==> src/rtl/fwd_hazard_scoreboard.sv <==
// Forwarding and load-use hazard unit: tracks in-flight writers in a DEPTH-slot
// shift pipeline and picks, per decode operand, the youngest slot to forward from.
module fwd_hazard_scoreboard #(
    parameter int NUM_SRC    = 2,
    parameter int DEPTH      = 3,
    parameter int LOAD_READY = 2,
    parameter int CNT_W      = 16,
    parameter int SEL_W      = $clog2(DEPTH + 1)
) (
    input  logic                     CLK,
    input  logic                     RST,
    input  logic                     hold,
    input  logic                     flush,
    input  logic                     id_valid,
    input  logic [NUM_SRC*5-1:0]     id_rs,
    input  logic [4:0]               id_rd,
    input  logic                     id_regwrite,
    input  logic                     id_is_load,
    output logic [NUM_SRC*SEL_W-1:0] fwd_sel,
    output logic                     stall,
    output logic [CNT_W-1:0]         stall_cnt
);

    // Slot k (1..DEPTH): k = 1 is EX, increasing toward writeback.
    logic             r_valid [1:DEPTH];
    logic [4:0]       r_rd    [1:DEPTH];
    logic             r_rw    [1:DEPTH];
    logic             r_ld    [1:DEPTH];
    logic [CNT_W-1:0] r_cnt;

    logic [DEPTH:1]             w_writer;
    logic [NUM_SRC-1:0]         w_blocked;
    logic [NUM_SRC*SEL_W-1:0]   w_sel;
    logic [4:0]                 w_rs;
    logic                       w_stall;
    logic                       w_issue;

    always_comb begin
        w_writer = '0;
        for (int k = 1; k <= DEPTH; k++) begin
            w_writer[k] = r_valid[k] && r_rw[k] && (r_rd[k] != 5'd0);
        end
    end

    // Scan from the oldest slot down so the youngest match overwrites older ones;
    // only that youngest match decides whether the operand is blocked.
    always_comb begin
        w_sel     = '0;
        w_blocked = '0;
        w_rs      = '0;
        for (int i = 0; i < NUM_SRC; i++) begin
            w_rs = id_rs[5*i +: 5];
            for (int k = DEPTH; k >= 1; k--) begin
                if (id_valid && (w_rs != 5'd0) && w_writer[k] && (r_rd[k] == w_rs)) begin
                    w_sel[SEL_W*i +: SEL_W] = SEL_W'(k);
                    w_blocked[i]            = r_ld[k] && (k < LOAD_READY);
                end
            end
        end
    end

    assign w_stall = (|w_blocked) && !flush;
    assign w_issue = id_valid && !w_stall && !flush;

    always_ff @(posedge CLK) begin
        if (RST) begin
            for (int k = 1; k <= DEPTH; k++) begin
                r_valid[k] <= 1'b0;
                r_rd[k]    <= 5'd0;
                r_rw[k]    <= 1'b0;
                r_ld[k]    <= 1'b0;
            end
            r_cnt <= '0;
        end else if (!hold) begin
            for (int k = DEPTH; k >= 2; k--) begin
                r_valid[k] <= r_valid[k-1];
                r_rd[k]    <= r_rd[k-1];
                r_rw[k]    <= r_rw[k-1];
                r_ld[k]    <= r_ld[k-1];
            end
            r_valid[1] <= w_issue;
            r_rd[1]    <= id_rd;
            r_rw[1]    <= id_regwrite;
            r_ld[1]    <= id_is_load;
            if (w_stall && (r_cnt != {CNT_W{1'b1}})) begin
                r_cnt <= r_cnt + 1'b1;
            end
        end
    end

    assign fwd_sel   = w_sel;
    assign stall     = w_stall;
    assign stall_cnt = r_cnt;

endmodule

==> config.mk <==
export PLATFORM = sky130hd
export DESIGN_NAME = fwd_hazard_scoreboard
export DESIGN_NICKNAME = d
export VERILOG_FILES = /design/src/rtl/fwd_hazard_scoreboard.sv
export SDC_FILE = /design/constraint.sdc
export NUM_CORES = 1
export LEC_CHECK = 0
export ABC_CLOCK_PERIOD_IN_PS = 2500
export CORE_MARGIN = 8
export CORE_UTILIZATION = 63
export CTS_CLUSTER_SIZE = 30
export DETAILED_ROUTE_END_ITERATION = 16
export DONT_BUFFER_PORTS = 1
export GPL_TIMING_DRIVEN = 0
export PLACE_DENSITY_LB_ADDON = 0.15
export REMOVE_ABC_BUFFERS = 1
export SYNTH_ARGS = -nofsm -noshare
export SYNTH_HDL_FRONTEND = slang
export SYNTH_SLANG_ARGS = --single-unit
==> constraint.sdc <==
create_clock -name CLK -period 2.5 [get_ports CLK]
set_clock_uncertainty 0.05 [all_clocks]
set_input_delay 0.5 -clock CLK [delete_from_list [all_inputs] [get_ports CLK]]
set_output_delay 0.5 -clock CLK [all_outputs]
set_load 0.005 [all_outputs]
Word-level counts from Yosys, hierarchy flattened
Memory sizes are Yosys's and may differ from the RTL's. Index checks and enable logic that the tools add are counted. Widths: inputs -> output; s select.

Flip-flop bits (word level): 16. Memories: 4. Latch bits: 0. Memory bits (read-only): 0. Output and inout bits: 21. RAM bits: 24.

Bitwise gates (word level): 13. Mux-type cells: 25. Shift operators: 0. Divide/modulo/power cells: 0. $add $sub $neg: 1. Reductions and logical operators: 33. Multipliers: 0. $lt $le $gt $ge: 0. Equality and inequality tests: 7.

Memories: r_rd (depth 3, width 5, read ports 3, clocked after Yosys merged registers in 0, write ports 3, line 26) `logic [4:0] r_rd [1:DEPTH];`; r_ld (depth 3, width 1, read ports 2, clocked after Yosys merged registers in 0, write ports 3, line 28) `logic r_ld [1:DEPTH];`; r_rw (depth 3, width 1, read ports 3, clocked after Yosys merged registers in 0, write ports 3, line 27) `logic r_rw [1:DEPTH];`; r_valid (depth 3, width 1, read ports 3, clocked after Yosys merged registers in 0, write ports 3, line 25) `logic r_valid [1:DEPTH];`.

Operators with widths (count): $eq 5x5->1 (6); $reduce_bool 5->1 (5); $logic_and 1x1->1 (24); $add 16x1->16 const B (1); $mux 1 (16); $ne 16x16->1 const B (1); $mux 5 (3); $mux 2 (6); $or 1x1->1 (12); $logic_not 1->1 (2); $reduce_and 2->1 (1); $reduce_or 2->1 (1); $not 1->1 (1).

Logic depth before layout (Yosys ltp)
Gate-level depths: netlist (run 1).

Word-level depth: 11. Depth in mapped cells: 8. Mapped depth without buffers: 7.

Worst setup path after synthesis (run 1)
OpenSTA, ideal clock, no wires.

Kind: input to register. Start point: input port id_rs[3]. End point: register r_cnt[4] (netlist: stall_cnt[4]). Required time: 2329 ps. Stages on the path: 7. Buffers on the path: 1. Data arrival time: 1907 ps. Slack: 423 ps. Path through: xor2_1 nor3_2 and4_4 o21ai_4 buf_6 nor4_1 mux2_2.

Word-level cells in the longest chain between the ends: 9.

RTL lines: from (decl) (line 15) `input logic [NUM_SRC*5-1:0] id_rs,`; $reduce_bool 5->1 (line 54) `if (id_valid && (w_rs != 5'd0) && w_writer[k] && (r_rd[k] == w_rs)) begin`; $logic_and 1x1->1 (2 in a row) (line 54); $logic_and 1x1->1 (*) (line 54); $mux 1 (*) (line 54); $reduce_or 2->1 (*) (line 62) `assign w_stall = (|w_blocked) && !flush;`; $logic_and 1x1->1 (*) (line 62); $logic_and 1x1->1 (*) (line 85) `if (w_stall && (r_cnt != {CNT_W{1'b1}})) begin`; $reduce_and 2->1 (no source line) (*); to (signal assigned) (line 86) `r_cnt <= r_cnt + 1'b1;`; to (decl) (line 29) `logic [CNT_W-1:0] r_cnt;`.

Mark *: on every way between the ends. The rest lies on a longest branch, timed or not. A chain may end at the register's enable or synchronous reset.

==> impl_metrics.tcl, run 1 <==
set metrics [dict create \
    outcome "complete, but fails checks" \
    violations "negative setup slack" \
    initial_core_util 0.6547 \
    start_kind "flip-flop" \
    diodes 0 \
    synth_area_leaders "edfxtp_1 30%, dfxtp_1 15%, xor2_1 7.2%, and2_1 6.0%, xnor2_1 5.2%" \
    slowest_delay_ns 0.47 \
    die_height_microns 74.89 \
    rows 21 \
    required_ns 1.95 \
    r2r_setup_slack_ns 0.19 \
    htree_num_levels 2 \
    root_buffer "clkbuf_4" \
    ys.flop_type "edfxtp_1" \
    max_freq_mhz 390.5 \
    final_area_sq_um 2345 \
    yosysSeqAreaShare 0.4490 \
    rsz0062_at_grt "yes" \
    gr-total-overflow 0 \
    arrival_ns 2.01 \
    dr.first_iter.drc_count 177 \
    cts.sinks 38 \
    cp_cell_sequence "xor2_1, nor3_1, nand3_1, or3_1, o31a_1, a21oi_2" \
    areaGrowthSynthToFinish_pct 7.331 \
    avgSynthCellArea_sq_um 9.753 \
    finalPower_mw 1.143 \
    setup_viol 3 \
    instances_no_fill 280 \
    synth.most_common_cell "edfxtp_1" \
    finalSetupTns_ns -0.1365 \
    crit_type "flip-flop to output pin" \
    power_density_nw_per_um2 487.4 \
    finalCritPeriodShare 1.024 \
    die_area_sq_um 5608 \
    wire_per_inst_microns 18.14 \
    power_leakage_nw 0.8042 \
    drive_above_1_share 0.1325 \
    yosysUniqueCellTypes 40 \
    fin_util 0.7027 \
    pre_cts_ws_ns 0.2192 \
    hp-class "input pin to flip-flop" \
    antenna_left 0 \
    cp_slowest_cell "edfxtp_1" \
    synth_edf_count 22 \
    clk_pin_slew_ns 0.12 \
    routed_wirelength_mm 5.079 \
    end_kind "output pin" \
    hpwl_mm 3.689 \
    synthArstFlopShare 0 \
    grt_pass1_wl_mm 7.734 \
    yosysTopAreaCellShare 0.3024 \
    cts-buffers-inserted 5 \
    first_pass_iters 7 \
    syn_area_sq_um 2185 \
    drv_cap 0 \
    insertion_delay_ns 0.35 \
    hold_slack_ns 0.1512 \
    dp_cells 262 \
    worst_pin_slew_ns 0.9603 \
    slew_violations 0 \
    antenna_found_initial 0 \
    nFillCells 278 \
    grt_pass1_vias 1663 \
    ys_seq_elements 38 \
    cts_tree "built" \
    yosys_warnings 0 \
    yosys.area.top_type "edfxtp_1" \
    ctsHoldBuffers 0 \
    critPathMaxFanout 3 \
    grt_max_degree 23 \
    core-area_sq_um 3337 \
    slew_headroom 0.3575 \
    clock_path_buffers 2 \
    synth_common_cells "22 x edfxtp_1, 21 x and2_1, 18 x xor2_1" \
    min_period_ns 2.561 \
    worst_slack_ns -0.06114 \
    die_w_microns 74.89 \
    grt_usage 0.1814 \
    fin_nets 256 \
    io_pins 43 \
    ff_latch_area_sq_um 980.9 \
    multiInputGateArea_sq_um 1174 \
    vdd_drop_max_v 0.0004193 \
    drt-vias-per-instance 6.411 \
    finalHoldViolations 0 \
    gp_congestion 0.9498 \
    port-buffer-count 0 \
    postPlaceCellArea_sq_um 2203 \
    drc_errors 0 \
    routed-via-count 1795 \
    syn_inst 224 \
]
sequential cells by signal, summed over array words and instances, names as in the netlist:
name / flops
r_valid: 3
stall_cnt: 16
r_ld: 1
r_rw: 3
r_rd: 15
repair_timing:
item / 4_1_cts / 5_1_grt
setup endpoints to repair: 4 / 5
buffers inserted: 4 / 5
endpoints found under the hold margin: 0 / 0
resized for setup: 5 / 1
gates cloned: 0 / 1
pin swaps: 3 / 5
logic make-up (layout without fill, tap and decap cells):
family / after synthesis / after routing / synth area share
compound gates: 34 / 35 / 0.1071
xor+xnor: 31 / 31 / 0.1243
fa+ha+maj: 1 / 1 / 0.005726
buf+inv: 11 / 20 / 0.02291
flops: 38 / 38 / 0.4490
mux: 3 / 3 / 0.01546
simple gates: 106 / 106 / 0.2755
worst max-delay path, delay by kind of cell (launching register included):
| family | cells | cell delay, ns |
|---|---|---|
| simple gates | 3 | 0.71 |
| flops | 1 | 0.47 |
| compound gates | 2 | 0.30 |
| xor+xnor | 1 | 0.18 |
metal layers:
metal	vias to the layer above	GRT usage	routed length (microns)	part of all wire
met5	-	0	0	0
li1	839	-	-	-
met3	17	0.07324	479	0.094
met1	835	0.2071	2044	0.40
met2	104	0.2985	2429	0.48
met4	0	0.06304	126	0.025
layout by cell type, fill, tap and decap left out, types with 3 or more instances in the layout:
cell type / count
a21oi_1: 10
and2_1: 21
buf_4: 9
clkbuf_4: 5
dfxtp_1: 16
edfxtp_1: 22
inv_1: 3
mux2_2: 3
nand2_1: 14
nand3_1: 9
nand4_1: 5
nor2_1: 14
nor2b_1: 4
nor3_1: 13
o211ai_1: 3
o21ai_0: 3
o31ai_1: 7
or3_1: 7
or4_1: 7
xnor2_1: 13
xor2_1: 18
report_power, final:
group / total [mW] / internal (mW) / switching, mW
clock network: 0.315 / 0.105 / 0.211
logic: 0.115 / 0.0602 / 0.0552
registers: 0.712 / 0.689 / 0.0231
worst paths after layout:
path,start,end,depth (start not counted)
worst max-delay path,r_rd[0][15]$_SDFFCE_PN0P_,fwd_sel[1],6
worst min-delay path,RST,stall_cnt[6]$_SDFFE_PP0P_,1
worst max register to register,stall_cnt[1]$_SDFFE_PP0P_,stall_cnt[9]$_SDFFE_PP0P_,6
worst min register to register,stall_cnt[14]$_SDFFE_PP0P_,stall_cnt[14]$_SDFFE_PP0P_,2
layout make-up:
| type | instances | share of cell area |
|---|---|---|
| clock buffers | 5 | 0.01601 |
| clock inverters | 3 | 0.006937 |
| multi-input cells | 176 | 0.5005 |
| flip-flops and latches | 38 | 0.4184 |
| inverters | 3 | 0.004803 |
| repair buffers | 9 | 0.02882 |
| well taps | 46 | 0.02455 |
(Power assumes the default switching activity.)
==> run 2: changes to the inputs <==
--- a/config.mk
+++ b/config.mk
@@ -6,11 +6,12 @@
 export NUM_CORES = 1
 export LEC_CHECK = 0
 export ABC_CLOCK_PERIOD_IN_PS = 2500
+export BUFFER_PORTS_ARGS = -buffer_cell sky130_fd_sc_hd__buf_2
+export CORE_ASPECT_RATIO = 0.5
 export CORE_MARGIN = 8
-export CORE_UTILIZATION = 63
+export CORE_UTILIZATION = 55
 export CTS_CLUSTER_SIZE = 30
 export DETAILED_ROUTE_END_ITERATION = 16
-export DONT_BUFFER_PORTS = 1
 export GPL_TIMING_DRIVEN = 0
 export PLACE_DENSITY_LB_ADDON = 0.15
 export REMOVE_ABC_BUFFERS = 1
==> impl_metrics.tcl, run 2 (same netlist as run 1, synthesis figures left out) <==
set metrics [dict create \
    outcome "complete, but fails checks" \
    violations "negative setup slack" \
    hpwl_mm 3.619 \
    diodes 0 \
    drc_errors 0 \
    fin_nets 300 \
    worst_slack_ns -0.02824 \
    slew_violations 0 \
    gp_congestion 0.8460 \
    die_area_sq_um 6367 \
    nFillCells 304 \
    min_period_ns 2.528 \
    areaGrowthSynthToFinish_pct 22.22 \
    first_pass_iters 4 \
    finalHoldViolations 0 \
    cts_tree "built" \
    drive_above_1_share 0.2770 \
    cp_common_cell "buf_4" \
    arrival_ns 1.98 \
    root_buffer "clkbuf_8" \
    routed_wirelength_mm 5.145 \
    gr-total-overflow 0 \
    required_ns 1.95 \
    clock_path_buffers 2 \
    routed-via-count 1894 \
    clk_pin_slew_ns 0.07 \
    grt_usage 0.1699 \
    wire_per_inst_microns 15.50 \
    setup_viol 1 \
    gr-usage-met2 0.2979 \
    hp-class "input pin to flip-flop" \
    crit_type "flip-flop to output pin" \
    busiest_layer "met2" \
    start_kind "flip-flop" \
    grt_max_degree 23 \
    ctsHoldBuffers 0 \
    max_freq_mhz 395.5 \
    dr.first_iter.drc_count 105 \
    drt-vias-per-instance 5.705 \
    rows 16 \
    pre_cts_ws_ns 0.06278 \
    instances_no_fill 332 \
    multiInputGateArea_sq_um 1185 \
    final_cell_mix "42 x buf_2, 22 x edfxtp_1, 21 x and2_1" \
    rsz0062_at_grt "yes" \
    slowest_delay_ns 0.50 \
    final_common_cell "buf_2" \
    ff_latch_area_sq_um 980.9 \
    use_met3 0.06356 \
    largest_reg_flops 16 \
    grt_pass1_vias 1844 \
    initial_core_util 0.5654 \
    end_kind "output pin" \
    cts-buffers-inserted 5 \
    worst_pin_slew_ns 1.087 \
    io_pins 43 \
    cp_cell_sequence "buf_4, or4_4, o211ai_1, buf_4, o31a_1, a21oi_2, buf_2" \
    use_met1 0.1948 \
    slew_headroom 0.2729 \
    crit_buf_inv 3 \
    die_height_microns 60.57 \
    antenna_left 0 \
    htree_num_levels 2 \
    vdd_drop_max_v 0.0002967 \
    power_leakage_nw 1.054 \
    grt_pass1_wl_mm 8.542 \
    cts.sinks 38 \
    finalCritPeriodShare 1.011 \
    drv_cap 0 \
    core-area_sq_um 3864 \
    die_w_microns 105.1 \
    cp_slowest_cell "or4_4" \
    cpLargestDelayFamily "simple AND/OR/NAND/NOR gates" \
    power_density_nw_per_um2 554.8 \
    insertion_delay_ns 0.29 \
    antenna_found_initial 0 \
    port-buffer-count 42 \
    critPathMaxFanout 4 \
    fin_util 0.6911 \
    dp_cells 312 \
]
==> run 2: cell types whose count changed in the layout (fill, tap and decap cells not counted), moves of 2 or more <==
cell,change
buf_2,+42
clkbuf_4,-5
clkbuf_8,+5
buf_4,+2
bufinv_16,+2
nor3_1,-2
nor3_2,+2
==> run 2: final timing paths <==
kind / endpoint / cells after the start / slack [ns] / startpoint
max: fwd_sel[1] / 7 / -0.03 / r_rd[0][12]$_SDFFCE_PN0P_
max reg2reg: stall_cnt[9]$_SDFFE_PP0P_ / 6 / 0.27 / stall_cnt[0]$_SDFFE_PP0P_
min reg2reg: stall_cnt[14]$_SDFFE_PP0P_ / 2 / 0.46 / stall_cnt[14]$_SDFFE_PP0P_
min: r_rw[0][1]$_DFFE_PP_ / 2 / 0.43 / id_regwrite
==> run 2: layout make-up <==
cell class,instances,area share
inverter,3,0.004217
timing repair buffer,53,0.1097
clock buffer,5,0.02577
multi-input combinational,176,0.4438
sequential,38,0.3674
tap,54,0.02530
clock inverter,3,0.02390
==> run 2: worst register-to-register path: stages (launching register included) <==
cell and delay [ns]:
dfxtp_1 0.39, ha_1 0.24, nand2_1 0.07, nor3_1 0.29, nor2b_1 0.65, nor4_1 0.12
mux2_2 0.30
==> run 2: where the power goes <==
part	switching [mW]	total, mW	internal [mW]
logic	0.0811	0.156	0.0746
registers	0.0213	0.711	0.689
clock network	0.220	0.615	0.395
==> run 2: metrics by stage <==
step           power (mW)  area [sq um]  setup TNS [ns]  hold WS [ns]
4_1_cts             1.479          2618        -0.03412        0.4234
2_1_floorplan      0.8008          2146               0        0.4244
6_report            1.481          2670        -0.02824        0.4288
3_5_place_dp       0.8569          2424               0        0.4430
3_3_place_gp       0.8497          2424               0        0.4278
5_1_grt             1.538          2670         -0.3395        0.4211
==> run 2: metal layers <==
| metal | wire length, microns | up-vias |
|---|---|---|
| met5 | 0 | - |
| met4 | 44 | 0 |
| li1 | - | 927 |
| met3 | 393 | 6 |
| met2 | 2454 | 67 |
| met1 | 2253 | 894 |
==> run 2: timing repair <==
item                                    4_1_cts  5_1_grt
gates resized for setup                       3        6
pin swaps                                     6       10
endpoints found under the setup margin        5        5
gates cloned                                  1        0
buffers inserted                              6        5
==> run 3: changes to the inputs <==
==> constraint.sdc (replaced) <==
create_clock -name CLK -period 2.5 [get_ports CLK]
set_clock_uncertainty 0.05 [all_clocks]
set_input_delay 0.5 -clock CLK [delete_from_list [all_inputs] [get_ports CLK]]
set_output_delay 0.5 -clock CLK [all_outputs]
set_load 0.05 [all_outputs]
==> impl_metrics.tcl, run 3 (same netlist as run 1, synthesis figures left out) <==
set metrics [dict create \
    outcome "complete, but fails checks" \
    violations "negative setup slack" \
    drv_cap 0 \
    worst_slack_ns -0.06835 \
    dr.first_iter.drc_count 111 \
    setup_viol 2 \
    diodes 0 \
    end_kind "output pin" \
    hp-class "input pin to flip-flop" \
    initial_core_util 0.5654 \
    insertion_delay_ns 0.29 \
    drt-vias-per-instance 5.721 \
    gr-total-overflow 0 \
    fin_nets 301 \
    arrival_ns 2.02 \
    hpwl_mm 3.619 \
    die_w_microns 105.1 \
    worst_pin_slew_ns 1.090 \
    antenna_left 0 \
    use_met1 0.1950 \
    finalCritPeriodShare 1.027 \
    max_freq_mhz 389.4 \
    finalHoldViolations 0 \
    final_cell_mix "37 x buf_2, 22 x edfxtp_1, 21 x and2_1" \
    start_kind "flip-flop" \
    first_pass_iters 4 \
    clk_pin_slew_ns 0.08 \
    drive_above_1_share 0.2796 \
    grt_pass1_wl_mm 8.590 \
    grt_max_degree 23 \
    cts.sinks 38 \
    gp_congestion 0.8460 \
    die_area_sq_um 6367 \
    cpLargestDelayFamily "simple AND/OR/NAND/NOR gates" \
    grt_usage 0.1706 \
    root_buffer "clkbuf_8" \
    nFillCells 302 \
    cts_tree "built" \
    port-buffer-count 42 \
    io_pins 43 \
    busiest_layer "met2" \
    cp_slowest_cell "or4_4" \
    rows 16 \
    largest_reg_flops 16 \
    ff_latch_area_sq_um 980.9 \
    wire_per_inst_microns 15.58 \
    vdd_drop_max_v 0.0002955 \
    crit_buf_inv 1 \
    die_height_microns 60.57 \
    core-area_sq_um 3864 \
    multiInputGateArea_sq_um 1185 \
    crit_type "flip-flop to output pin" \
    pre_cts_ws_ns -0.07588 \
    finalPower_mw 1.482 \
    min_period_ns 2.568 \
    areaGrowthSynthToFinish_pct 23.83 \
    required_ns 1.95 \
    slowest_delay_ns 0.56 \
    cp_cell_sequence "or4_4, o211ai_1, or3_1, o31a_1, a21oi_2, buf_6" \
    use_met3 0.06250 \
    final_common_cell "buf_2" \
    htree_num_levels 2 \
    clock_path_buffers 2 \
    routed_wirelength_mm 5.187 \
    antenna_found_initial 0 \
    finalSetupTns_ns -0.1267 \
    gr-usage-met2 0.3014 \
    ctsHoldBuffers 0 \
    critPathMaxFanout 2 \
    grt_pass1_vias 1860 \
    power_density_nw_per_um2 547.9 \
    slew_headroom 0.2705 \
    power_leakage_nw 1.060 \
    routed-via-count 1905 \
    cts-buffers-inserted 5 \
    drc_errors 0 \
    slew_violations 0 \
    rsz0062_at_grt "yes" \
]
-- run 3: cell count changes in the layout (fill, tap and decap cells not counted), sizes merged --
cell | before | now
buf | 53 | 54
-- run 3: metrics by stage --
stage	hold WS (ns)	area (sq um)	utilization	std cells
floorplan	0.4749	2146	-	216
global placement	0.4278	2424	0.6273	312
detailed placement	0.4430	2424	0.6273	312
CTS	0.4234	2645	0.6846	327
global route	0.4211	2705	0.7001	333
finish	0.4285	2705	0.7001	333
-- run 3: worst register-to-register path, delay by kind of cell, from the launching register on --
| kind | cells | cell delay, ns |
|---|---|---|
| adder cells (fa/ha/maj) | 1 | 0.23 |
| AND/OR/NAND/NOR | 4 | 1.14 |
| multiplexers | 1 | 0.30 |
| flip-flops | 1 | 0.39 |
-- run 3: per-layer routing --
| metal | part of all wire | vias up |
|---|---|---|
| li1 | - | 928 |
| met1 | 0.44 | 901 |
| met2 | 0.47 | 69 |
| met3 | 0.082 | 7 |
| met4 | 0.0085 | 0 |
| met5 | 0 | - |
-- run 3: timing repair --
item,in CTS,in global routing
cloned,1,0
gates resized for setup,14,4
pin swaps,9,10
buffers inserted,6,6
setup endpoints to repair,5,5
-- run 3: cell type report --
| type | instances | share of cell area |
|---|---|---|
| Clock inverter | 3 | 0.02359 |
| Sequential cell | 38 | 0.3626 |
| Multi-Input combinational cell | 176 | 0.4380 |
| Clock buffer | 5 | 0.02544 |
| Tap cell | 54 | 0.02498 |
| Inverter | 3 | 0.004163 |
| Timing Repair Buffer | 54 | 0.1212 |
-- run 3: where the power goes --
part           internal (mW)  switching [mW]
Sequential             0.689          0.0226
Combinational         0.0746          0.0806
Clock                  0.395           0.220
-- run 3: final timing paths --
path | from | endpoint | slack, ns | cells past startpoint
worst max register to register | stall_cnt[0]$_SDFFE_PP0P_ | stall_cnt[9]$_SDFFE_PP0P_ | 0.29 | 6
worst min-delay path | id_regwrite | r_rw[0][1]$_DFFE_PP_ | 0.43 | 2
worst max-delay path | r_rd[0][16]$_SDFFCE_PN0P_ | fwd_sel[1] | -0.07 | 6
worst min register to register | stall_cnt[14]$_SDFFE_PP0P_ | stall_cnt[14]$_SDFFE_PP0P_ | 0.46 | 2
